`config.mk`:
```
export PLATFORM = sky130hd
export DESIGN_NAME = rx_mac
export DESIGN_NICKNAME = d
export VERILOG_FILES = /design/src/rtl/rx_mac.sv
export SDC_FILE = /design/constraint.sdc
export NUM_CORES = 1
export LEC_CHECK = 0
export CELL_PAD_IN_SITES_DETAIL_PLACEMENT = 0
export CELL_PAD_IN_SITES_GLOBAL_PLACEMENT = 1
export CORE_MARGIN = 8
export CORE_UTILIZATION = 42
export DETAILED_ROUTE_END_ITERATION = 8
export GPL_ROUTABILITY_DRIVEN = 0
export PLACE_DENSITY_LB_ADDON = 0.1
export SKIP_CTS_REPAIR_TIMING = 1
export SYNTH_ARGS = -nofsm -noshare
export SYNTH_HDL_FRONTEND = slang
export SYNTH_SLANG_ARGS = --single-unit
```
`constraint.sdc`:
```
create_clock -name i_clk -period 6.14 [get_ports i_clk]
set_clock_uncertainty 0.2 [all_clocks]
set_input_delay 0.614 -clock i_clk [delete_from_list [all_inputs] [get_ports i_clk]]
set_output_delay 0.614 -clock i_clk [all_outputs]
set_load 0.005 [all_outputs]
```
`src/rtl/rx_mac.sv`:
```
// rx_mac: 64-bit XGMII receive MAC to AXI-Stream.
// Checks and strips preamble/SFD, realigns lane-4 starts onto lane 0,
// finds Terminate to build tlast/tkeep, and flags errored frames on tuser.
// The stream cannot be stalled: a beat refused by the user is lost and the
// frame is marked bad.
module rx_mac #(
   parameter int MAX_FRAME_BYTES = 1518
) (
   input  logic        i_clk,
   input  logic        i_reset_n,
   input  logic [63:0] xgmii_rxd,
   input  logic [7:0]  xgmii_rxc,
   input  logic        phy_rx_valid,
   output logic [63:0] m00_axis_tdata,
   output logic [7:0]  m00_axis_tkeep,
   output logic        m00_axis_tvalid,
   input  logic        m00_axis_tready,
   output logic        m00_axis_tlast,
   output logic        m00_axis_tuser
);

   localparam logic [7:0]  C_START = 8'hFB;
   localparam logic [7:0]  C_TERM  = 8'hFD;
   localparam logic [7:0]  C_PRE   = 8'h55;
   localparam logic [7:0]  C_SFD   = 8'hD5;
   localparam logic [11:0] C_MAX   = 12'(MAX_FRAME_BYTES);

   typedef enum logic [2:0] {
      S_IDLE,
      S_PREAMBLE,
      S_DATA,
      S_FLUSH,
      S_DROP
   } state_t;

   state_t r_state, w_nstate;

   // staged beat: the one waiting for the next word before it may leave
   logic [63:0] r_stg_data, w_stg_data;
   logic [7:0]  r_stg_keep, w_stg_keep;
   logic        r_stg_last, w_stg_last;
   logic        r_stg_vld,  w_stg_vld;
   // tail beat: second pending beat after a late Terminate (always a tlast beat)
   logic [63:0] r_tail_data, w_tail_data;
   logic [7:0]  r_tail_keep, w_tail_keep;
   logic        r_tail_vld,  w_tail_vld;
   // upper half of the previous word in shifted (lane-4 start) mode
   logic [31:0] r_hold, w_hold;
   logic        r_shift, w_shift;
   logic        r_err, w_err;
   logic        r_drop, w_drop;      // go to DROP instead of IDLE once flushed
   logic [10:0] r_cnt, w_cnt;

   // output beat being launched this cycle
   logic [63:0] w_o_data;
   logic [7:0]  w_o_keep;
   logic        w_o_vld, w_o_last, w_o_user;

   // word decode
   logic        w_sop0, w_sop4, w_sfd;
   logic        w_term_hit, w_start_in, w_ctl_err;
   logic [2:0]  w_term_k;
   logic [11:0] w_left;
   logic [3:0]  w_room, w_nb, w_end_k;
   logic        w_trunc, w_lost, w_err_base, w_cur_err;

   // keep mask for the lowest n bytes (n = 0..8)
   function automatic logic [7:0] f_keep(input logic [3:0] n);
      logic [7:0] k;
      k = '0;
      for (int i = 0; i < 8; i++)
         if (4'(i) < n) k[i] = 1'b1;
      return k;
   endfunction

   // expand a byte keep into a bit mask
   function automatic logic [63:0] f_mask(input logic [7:0] k);
      logic [63:0] m;
      m = '0;
      for (int i = 0; i < 8; i++)
         m[8*i +: 8] = {8{k[i]}};
      return m;
   endfunction

   assign w_sop0 = (xgmii_rxc == 8'h01) && (xgmii_rxd[7:0] == C_START) &&
                   (xgmii_rxd[55:8] == {6{C_PRE}}) && (xgmii_rxd[63:56] == C_SFD);
   assign w_sop4 = (xgmii_rxc[7:4] == 4'h1) && (xgmii_rxd[39:32] == C_START) &&
                   (xgmii_rxd[63:40] == {3{C_PRE}});
   assign w_sfd  = (xgmii_rxc[3:0] == 4'h0) && (xgmii_rxd[23:0] == {3{C_PRE}}) &&
                   (xgmii_rxd[31:24] == C_SFD);

   // a refused beat is gone for good; it poisons the frame it belongs to
   assign w_lost     = m00_axis_tvalid & ~m00_axis_tready;
   assign w_err_base = r_err | w_lost;

   // first Terminate lane, plus Start / stray control lanes ahead of it
   always_comb begin
      w_term_hit = 1'b0;
      w_term_k   = 3'd0;
      for (int i = 7; i >= 0; i--)
         if (xgmii_rxc[i] && (xgmii_rxd[8*i +: 8] == C_TERM)) begin
            w_term_hit = 1'b1;
            w_term_k   = 3'(i);
         end
      w_start_in = 1'b0;
      w_ctl_err  = 1'b0;
      for (int i = 0; i < 8; i++)
         if (!w_term_hit || (3'(i) < w_term_k)) begin
            if (xgmii_rxc[i]) w_ctl_err = 1'b1;
            if (xgmii_rxc[i] && (xgmii_rxd[8*i +: 8] == C_START)) w_start_in = 1'b1;
         end
   end

   // length limit: a word that overruns the limit ends the frame as if a
   // Terminate sat at the first byte past the limit
   always_comb begin
      w_left  = (12'(r_cnt) >= C_MAX) ? 12'd0 : (C_MAX - 12'(r_cnt));
      w_room  = (w_left >= 12'd8) ? 4'd8 : w_left[3:0];
      w_nb    = w_term_hit ? {1'b0, w_term_k} : 4'd8;
      w_trunc = !w_start_in && (w_nb > w_room);
      w_end_k = w_start_in ? 4'd0 : (w_trunc ? w_room : {1'b0, w_term_k});
      w_cur_err = w_err_base | w_ctl_err | w_trunc;
   end

   // next state, beat staging and output launch
   always_comb begin
      w_nstate    = r_state;
      w_o_vld     = 1'b0;
      w_o_data    = r_stg_data;
      w_o_keep    = r_stg_keep;
      w_o_last    = 1'b0;
      w_o_user    = 1'b0;
      w_stg_data  = r_stg_data;
      w_stg_keep  = r_stg_keep;
      w_stg_last  = r_stg_last;
      w_stg_vld   = r_stg_vld;
      w_tail_data = r_tail_data;
      w_tail_keep = r_tail_keep;
      w_tail_vld  = r_tail_vld;
      w_hold      = r_hold;
      w_shift     = r_shift;
      w_drop      = r_drop;
      w_err       = w_err_base;
      w_cnt       = r_cnt;

      unique case (r_state)
         S_IDLE: begin
            if (phy_rx_valid && (w_sop0 || w_sop4)) begin
               w_nstate   = w_sop0 ? S_DATA : S_PREAMBLE;
               w_shift    = ~w_sop0;
               w_err      = 1'b0;
               w_drop     = 1'b0;
               w_cnt      = '0;
               w_stg_vld  = 1'b0;
               w_tail_vld = 1'b0;
            end
         end

         S_PREAMBLE: begin
            if (phy_rx_valid) begin
               if (w_sfd) begin
                  w_hold   = xgmii_rxd[63:32];
                  w_cnt    = 11'd4;
                  w_nstate = S_DATA;
               end else begin
                  w_nstate = S_IDLE;
               end
            end
         end

         S_DATA: begin
            if (phy_rx_valid) begin
               // the next word is known, so the staged beat can leave now
               w_o_vld = r_stg_vld;
               w_err   = w_cur_err;
               if (w_start_in || w_term_hit || w_trunc) begin
                  w_drop     = w_start_in | w_trunc;
                  w_stg_vld  = 1'b1;
                  w_stg_last = 1'b1;
                  w_nstate   = S_FLUSH;
                  if (!r_shift) begin
                     if (w_end_k == 4'd0) begin
                        // nothing left in this word: staged beat is the last
                        w_o_last  = 1'b1;
                        w_o_user  = w_cur_err;
                        w_stg_vld = 1'b0;
                        w_nstate  = w_drop ? S_DROP : S_IDLE;
                     end else begin
                        w_stg_data = xgmii_rxd;
                        w_stg_keep = f_keep(w_end_k);
                     end
                  end else if (w_end_k <= 4'd4) begin
                     w_stg_data = {xgmii_rxd[31:0], r_hold};
                     w_stg_keep = f_keep(w_end_k + 4'd4);
                  end else begin
                     // end past lane 4: one full beat, then a short tail
                     w_stg_data  = {xgmii_rxd[31:0], r_hold};
                     w_stg_keep  = 8'hFF;
                     w_stg_last  = 1'b0;
                     w_tail_data = {32'd0, xgmii_rxd[63:32]};
                     w_tail_keep = f_keep(w_end_k - 4'd4);
                     w_tail_vld  = 1'b1;
                  end
               end else begin
                  w_stg_vld  = 1'b1;
                  w_stg_last = 1'b0;
                  w_stg_keep = 8'hFF;
                  w_stg_data = r_shift ? {xgmii_rxd[31:0], r_hold} : xgmii_rxd;
                  if (r_shift) w_hold = xgmii_rxd[63:32];
                  w_cnt = (r_cnt >= 11'd2040) ? 11'h7FF : (r_cnt + 11'd8);
               end
            end
         end

         S_FLUSH: begin
            // drains independently of phy_rx_valid; input is not consumed
            w_o_vld  = r_stg_vld;
            w_o_last = r_stg_last;
            w_o_user = r_stg_last & w_err_base;
            if (r_tail_vld) begin
               w_stg_data = r_tail_data;
               w_stg_keep = r_tail_keep;
               w_stg_last = 1'b1;
               w_stg_vld  = 1'b1;
               w_tail_vld = 1'b0;
            end else begin
               w_stg_vld = 1'b0;
               w_nstate  = r_drop ? S_DROP : S_IDLE;
            end
         end

         S_DROP: begin
            if (phy_rx_valid && (w_term_hit || (xgmii_rxc == 8'hFF)))
               w_nstate = S_IDLE;
         end

         default: w_nstate = S_IDLE;
      endcase
   end

   // state register
   always_ff @(posedge i_clk) begin
      if (!i_reset_n) r_state <= S_IDLE;
      else            r_state <= w_nstate;
   end

   // datapath holding registers and registered AXI-Stream outputs
   always_ff @(posedge i_clk) begin
      if (!i_reset_n) begin
         r_stg_data      <= '0;
         r_stg_keep      <= '0;
         r_stg_last      <= 1'b0;
         r_stg_vld       <= 1'b0;
         r_tail_data     <= '0;
         r_tail_keep     <= '0;
         r_tail_vld      <= 1'b0;
         r_hold          <= '0;
         r_shift         <= 1'b0;
         r_err           <= 1'b0;
         r_drop          <= 1'b0;
         r_cnt           <= '0;
         m00_axis_tdata  <= '0;
         m00_axis_tkeep  <= '0;
         m00_axis_tvalid <= 1'b0;
         m00_axis_tlast  <= 1'b0;
         m00_axis_tuser  <= 1'b0;
      end else begin
         r_stg_data      <= w_stg_data;
         r_stg_keep      <= w_stg_keep;
         r_stg_last      <= w_stg_last;
         r_stg_vld       <= w_stg_vld;
         r_tail_data     <= w_tail_data;
         r_tail_keep     <= w_tail_keep;
         r_tail_vld      <= w_tail_vld;
         r_hold          <= w_hold;
         r_shift         <= w_shift;
         r_err           <= w_err;
         r_drop          <= w_drop;
         r_cnt           <= w_cnt;
         m00_axis_tvalid <= w_o_vld;
         m00_axis_tdata  <= w_o_vld ? (w_o_data & f_mask(w_o_keep)) : '0;
         m00_axis_tkeep  <= w_o_vld ? w_o_keep : '0;
         m00_axis_tlast  <= w_o_vld & w_o_last;
         m00_axis_tuser  <= w_o_vld & w_o_last & w_o_user;
      end
   end

endmodule

```
==> flow_summary.toml, run 1 <==
[run_status]
outcome = "complete, no violations"

[synthesis]
synth_edf_count = 0
async_flop_share = 0
postSynthAreaPerCell_um2 = 9.104
yosysSeqAreaShare = 0.4315
syn_inst = 1213
synthFlopType = "dfxtp_1"
synth_area_mm2 = 0.01104
synth.distinct_cells = 88
ys_ff_latch = 238
yosysWarnings = 0
synth_fp_nets = 1302

[setup_path]
crit_end = "r_tail_data[3]"
worstSetupEndpointType = "flop"
required_ns = 6.33
rr_endpoint = "r_tail_data[3]"
cp_max_fo = 19
rr_worst_depth = 20
rr_startpoint = "r_cnt[4]"
critPathLaunch = "r_cnt[4]"
reg2reg_slack_ns = 0.49
cp-start-kind = "flop"
critPathArrivalTime_ns = 5.84
path_class = "flop to flop"

[timing]
layout_min_cycle_time_ns = 5.651
worst_slew_pin_slew_ns = 1.161
drv_slew = 0
fin_ws_ns = 0.4892
fin_crit_sh = 0.9203
hold_violations = 0
clock.fmax_ghz = 0.1770
rsz0062_at_grt = "false"
setup_tns_ns = 0
slew_headroom = 0.2263
setup_viol_count_final = 0

[cells_and_area]
drive_above_1_share = 0.1008
seq_area_mm2 = 0.004768
n_antenna_cell = 0
area_delta_synth_final_pct = 23.24
multiInputGateArea_mm2 = 0.005699
num-nets-final = 1419
fill_cells = 2429

[clock_tree]
clk_pin_slew_ns = 0.06
cts_buffers = 26
cts_max_path_buffers = 3
htreeDepth = 1
numClockSinks = 238
clock_latency_ns = 0.54
root_buffer = "clkbuf_16"
cts_tree = "built"

[grt]
grt_max_degree = 75
track_usage = 0.2131
grt-ovfl-total = 0
grt_pass1_wl_um = 53760
grt_pass1_vias = 9108
antenna_found_initial = 0

[power]
ir_drop_v = 0.0002533
powerDensity_mw_per_mm2 = 245.8
power.leakage_uw = 0.004986

[placement]
place_hpwl_um = 24080
port_buffers = 150
place_ws_ns = 0.4226

[die]
die_x_um = 178.2
ioPinCount = 151
start_util = 0.4262
die_h_um = 178.2
coreArea_mm2 = 0.02591
dieArea_mm2 = 0.03174
rows = 59

[detailed_routing]
drtAntennaViolNets = 0
drtIter0Drc = 676
finalWirelength_um = 34870
drc = 0
dr.pass1.iters = 5
via_per_inst = 5.619
wl_per_cell_um = 20.70
route.vias.total = 9463

[hold_path]
hold_class = "flop to flop"
hold_depth = 2

[job]
cap_viol_max_count = 0
[area by class of cell]
| cell class | count | area share |
|---|---|---|
| Inverter | 18 | 0.005148 |
| Timing Repair Buffer | 171 | 0.1283 |
| Sequential cell | 238 | 0.3504 |
| Clock inverter | 10 | 0.009102 |
| Clock buffer | 37 | 0.05746 |
| Multi-Input combinational cell | 875 | 0.4188 |
| Tap cell | 335 | 0.03080 |
[per-stage QoR]
step	cells	utilization	hold WS (ns)	power [uW]	instance area [um^2]
5_1_grt	1684	0.5252	0.2646	3448	13610
3_3_place_gp	1637	0.4903	0.2355	1748	12700
3_5_place_dp	1637	0.4903	0.2400	1747	12700
2_1_floorplan	1213	-	0.2275	1644	11040
4_1_cts	1684	0.5252	0.2483	3370	13610
6_report	1684	0.5252	0.2466	3345	13610
[sequential cells by signal, summed over array words and instances (netlist names), 3 cells and up]
name	flops
m00_axis_tkeep	8
r_cnt	10
r_stg_data	64
r_tail_keep	8
r_hold	32
m00_axis_tdata	64
r_tail_data	32
r_state	3
r_stg_keep	8
[cells in the final DEF (no fill, tap or decap), types with 14 or more instances in the layout]
cell,synthesis,routed
nand2_1,140,139
a21oi_1,100,99
and3_1,77,77
o211ai_1,41,41
clkbuf_16,0,26
inv_1,17,16
nor2_1,95,95
nand4_1,17,17
nand3_1,58,58
dfxtp_1,238,237
o21ai_0,24,24
clkdlybuf4s50_1,0,150
mux2_2,32,32
nor3_1,15,15
mux2i_1,98,98
buf_4,5,14
[cells by family after synthesis]
group,synth area share
flops,0.4315
mux,0.1215
xor+xnor,0.002380
buf+inv,0.05416
simple gates,0.2356
compound gates,0.1403
fa+ha+maj,0.01473
[report_power, final]
part,switching (uW),leakage [uW],internal [uW]
combinational,98.9,0.00262,72.8
clock,657,0.000445,973
sequential,0.000000000840,0.00192,1540
total,756,0.00499,2590
[metal layers]
metal	GRT usage	part of all wire	vias up
li1	-	-	4613
met1	0.3049	0.48	4482
met2	0.3322	0.44	314
met3	0.02879	0.064	54
met4	0.05349	0.022	0
met5	0	0	-
[synth_stat cells (12+ instances only)]
master | count | share of area
clkbuf_1 | 50 | 0.017
nor3_1 | 15 | 0.0068
o21ai_0 | 24 | 0.011
a21oi_1 | 100 | 0.045
o211ai_1 | 41 | 0.028
nand3_1 | 58 | 0.026
nand2_1 | 140 | 0.048
mux2i_1 | 98 | 0.089
inv_1 | 17 | 0.0058
nor4_1 | 13 | 0.0074
mux2_2 | 32 | 0.033
ha_1 | 13 | 0.015
and2_1 | 12 | 0.0068
dfxtp_1 | 238 | 0.43
nand4_1 | 17 | 0.0096
and3_1 | 77 | 0.044
nor2_1 | 95 | 0.032
[how the worst min path moves through the flow]
stage | startpoint | endpoint | slack [ns]
after floorplan | r_stg_data[56] | r_stg_data[56] | 0.23
after global placement | r_stg_data[37] | r_stg_data[37] | 0.24
after detailed placement | r_stg_data[58] | r_stg_data[58] | 0.24
after CTS | r_stg_data[58] | r_stg_data[58] | 0.25
after global routing | r_stg_data[51] | r_stg_data[51] | 0.26
final | r_stg_data[58] | r_stg_data[58] | 0.25
[critical path: stages (launching register included)]
cell      delay (ns)
dfxtp_1         0.57
inv_1           0.15
ha_1            0.21
nor2b_1         0.15
o31a_1          0.29
nor4b_2         0.50
nand2_1         0.19
or2_2           0.34
ha_1            0.31
o211a_1         0.14
o21ai_0         0.42
o21ai_0         0.14
nand2_1         0.14
inv_1           0.09
ha_1            0.25
o2111a_1        0.19
nor4b_4         0.29
and2_4          0.42
buf_4           0.25
mux2i_1         0.19
nor2_1          0.06
Note: power is estimated with default switching activity, not from simulation.
==> run 2: changes to the inputs <==
--- a/config.mk
+++ b/config.mk
@@ -11,6 +11,7 @@
 export CORE_UTILIZATION = 42
 export DETAILED_ROUTE_END_ITERATION = 8
 export GPL_ROUTABILITY_DRIVEN = 0
+export GPL_TIMING_DRIVEN = 0
 export PLACE_DENSITY_LB_ADDON = 0.1
 export SKIP_CTS_REPAIR_TIMING = 1
 export SYNTH_ARGS = -nofsm -noshare
==> run 2 against run 1 <==
  * Total power up 3.3%
  * Die area unchanged
  * Global-route usage up 1.4 points
  * Sequential share of layout area down 0.85 points
  * Final cell count up 3.8%
  * Critical path depth unchanged
  * Largest power group unchanged
  * Clock power up 6%
  * Cell area up 2.4%
==> flow_summary.toml, run 2 (synthesis gave the netlist of run 1 again) <==
[power]
p_sw_frac = 0.2207
ir_drop_v = 0.0002219
power_switching_uw = 762.2
p_int_uw = 2692
power_frac_comb = 0.051
powerDensity_mw_per_mm2 = 247.8
pwr-share-seq = 0.447
clkPwrFrac = 0.502
fin_total_pwr_uw = 3454
power.leakage_uw = 0.005118

[clock_tree]
numClockSinks = 238
cts_buffers = 27
clock_latency_ns = 0.55
root_buffer = "clkbuf_16"
clk_pin_slew_ns = 0.06
cts_max_path_buffers = 3
cts_tree = "built"
htreeDepth = 1

[cells_and_area]
fill_cells = 2432
area_delta_synth_final_pct = 26.22
num-nets-final = 1480
final_common_cell = "dfxtp_1"
multiInputGateArea_mm2 = 0.005680
reg_top3 = "m00_axis_tdata (64), r_stg_data (64)"
seq_area_mm2 = 0.004765
drive_above_1_share = 0.1020
layout_common_cells = "dfxtp_1, clkdlybuf4s50_1, nand2_1"

[hold_path]
holdCritStartpoint = "r_stg_data[63]"
hold_class = "flop to flop"

[timing]
worst_slew_pin_slew_ns = 1.427
setup_tns_ns = 0
layout_min_cycle_time_ns = 5.684
clock.fmax_ghz = 0.1759
hold_violations = 0
fin_crit_sh = 0.9257
setup_viol_count_final = 0
slew_headroom = 0.04165
rsz0062_at_grt = "false"
drv_slew = 0

[grt]
grt-ovfl-total = 0
grt_pass1_wl_um = 55860
grt_max_degree = 15
antenna_found_initial = 3
track_usage = 0.2275
grt_pass1_vias = 9406

[job]
cap_viol_max_count = 0

[setup_path]
worstSetupEndpointType = "flop"
cp-start-kind = "flop"
path_class = "flop to flop"
rr_startpoint = "r_cnt[3]"
critPathLaunch = "r_cnt[3]"
critPathArrivalTime_ns = 5.96
required_ns = 6.42
cp_max_fo = 10

[die]
rows = 59
dieArea_mm2 = 0.03174
die_h_um = 178.2
coreArea_mm2 = 0.02591
ioPinCount = 151
die_x_um = 178.2
start_util = 0.4262

[detailed_routing]
via_per_inst = 5.570
drc = 0
drtIter0Drc = 823
dr.pass1.iters = 5
route.vias.total = 9737
wl_per_cell_um = 21.22
drtAntennaViolNets = 0
finalWirelength_um = 37090

[placement]
place_hpwl_um = 28390
port_buffers = 149

[run_status]
outcome = "complete, no violations"
-- run 2: power groups by stage --
stage | sequential [uW] | combinational [uW] | clock [uW]
global placement | 1580 | 173 | 0
floorplan | 1580 | 65.4 | 0
CTS | 1540 | 174 | 1760
detailed placement | 1580 | 172 | 0
finish | 1540 | 176 | 1730
global route | 1540 | 186 | 1830
-- run 2: layout make-up --
type,count,share of cell area
buffer,82,0.03815
inverter,18,0.004847
clock buffer,37,0.05691
tap,335,0.03007
sequential,238,0.3418
antenna,1,0.0001795
timing repair buffer,149,0.1070
multi-input combinational,875,0.4075
clock inverter,13,0.01346
-- run 2: worst paths after layout --
check	end	slack [ns]	cells after the start
max	r_stg_data[28]	0.46	20
min	r_stg_data[63]	0.25	2
max reg2reg	r_stg_data[28]	0.46	20
min reg2reg	r_stg_data[63]	0.25	2
-- run 2: layer usage --
metal	GRT usage	wire, um	up-vias
met5	0	0	-
met4	0.07815	1260	0
met3	0.04509	2714	72
met2	0.3516	16080	351
met1	0.3113	17030	4587
li1	-	-	4727
-- run 2: per-stage QoR --
stage	instance area (um^2)	cells	util	hold WS, ns	setup WS (ns)
after CTS	13930	1747	0.5378	0.2491	0.3517
after floorplan	11040	1213	-	0.2275	1.525
final	13940	1748	0.5379	0.2476	0.4563
after detailed placement	12950	1697	0.4999	0.2406	0.1012
after global routing	13940	1748	0.5379	0.2658	0.02339
after global placement	12950	1697	0.4999	0.2368	0.02799
-- run 2: worst max-delay path, cell delays in order (launching register included) --
cell and delay [ns]:
dfxtp_1 0.35, clkbuf_1 0.31, inv_1 0.12, ha_1 0.26, o31a_1 0.32, nor4b_2 0.48, nand2_1 0.14, or2_2 0.32
ha_1 0.29, o211a_1 0.12, o21ai_0 0.48, nand2_1 0.09, o21ai_0 0.11, nand2_1 0.13, ha_1 0.30, nand2_1 0.20
a21oi_4 0.10, a31oi_4 0.59, buf_6 0.25, o211ai_1 0.24, a21oi_1 0.20
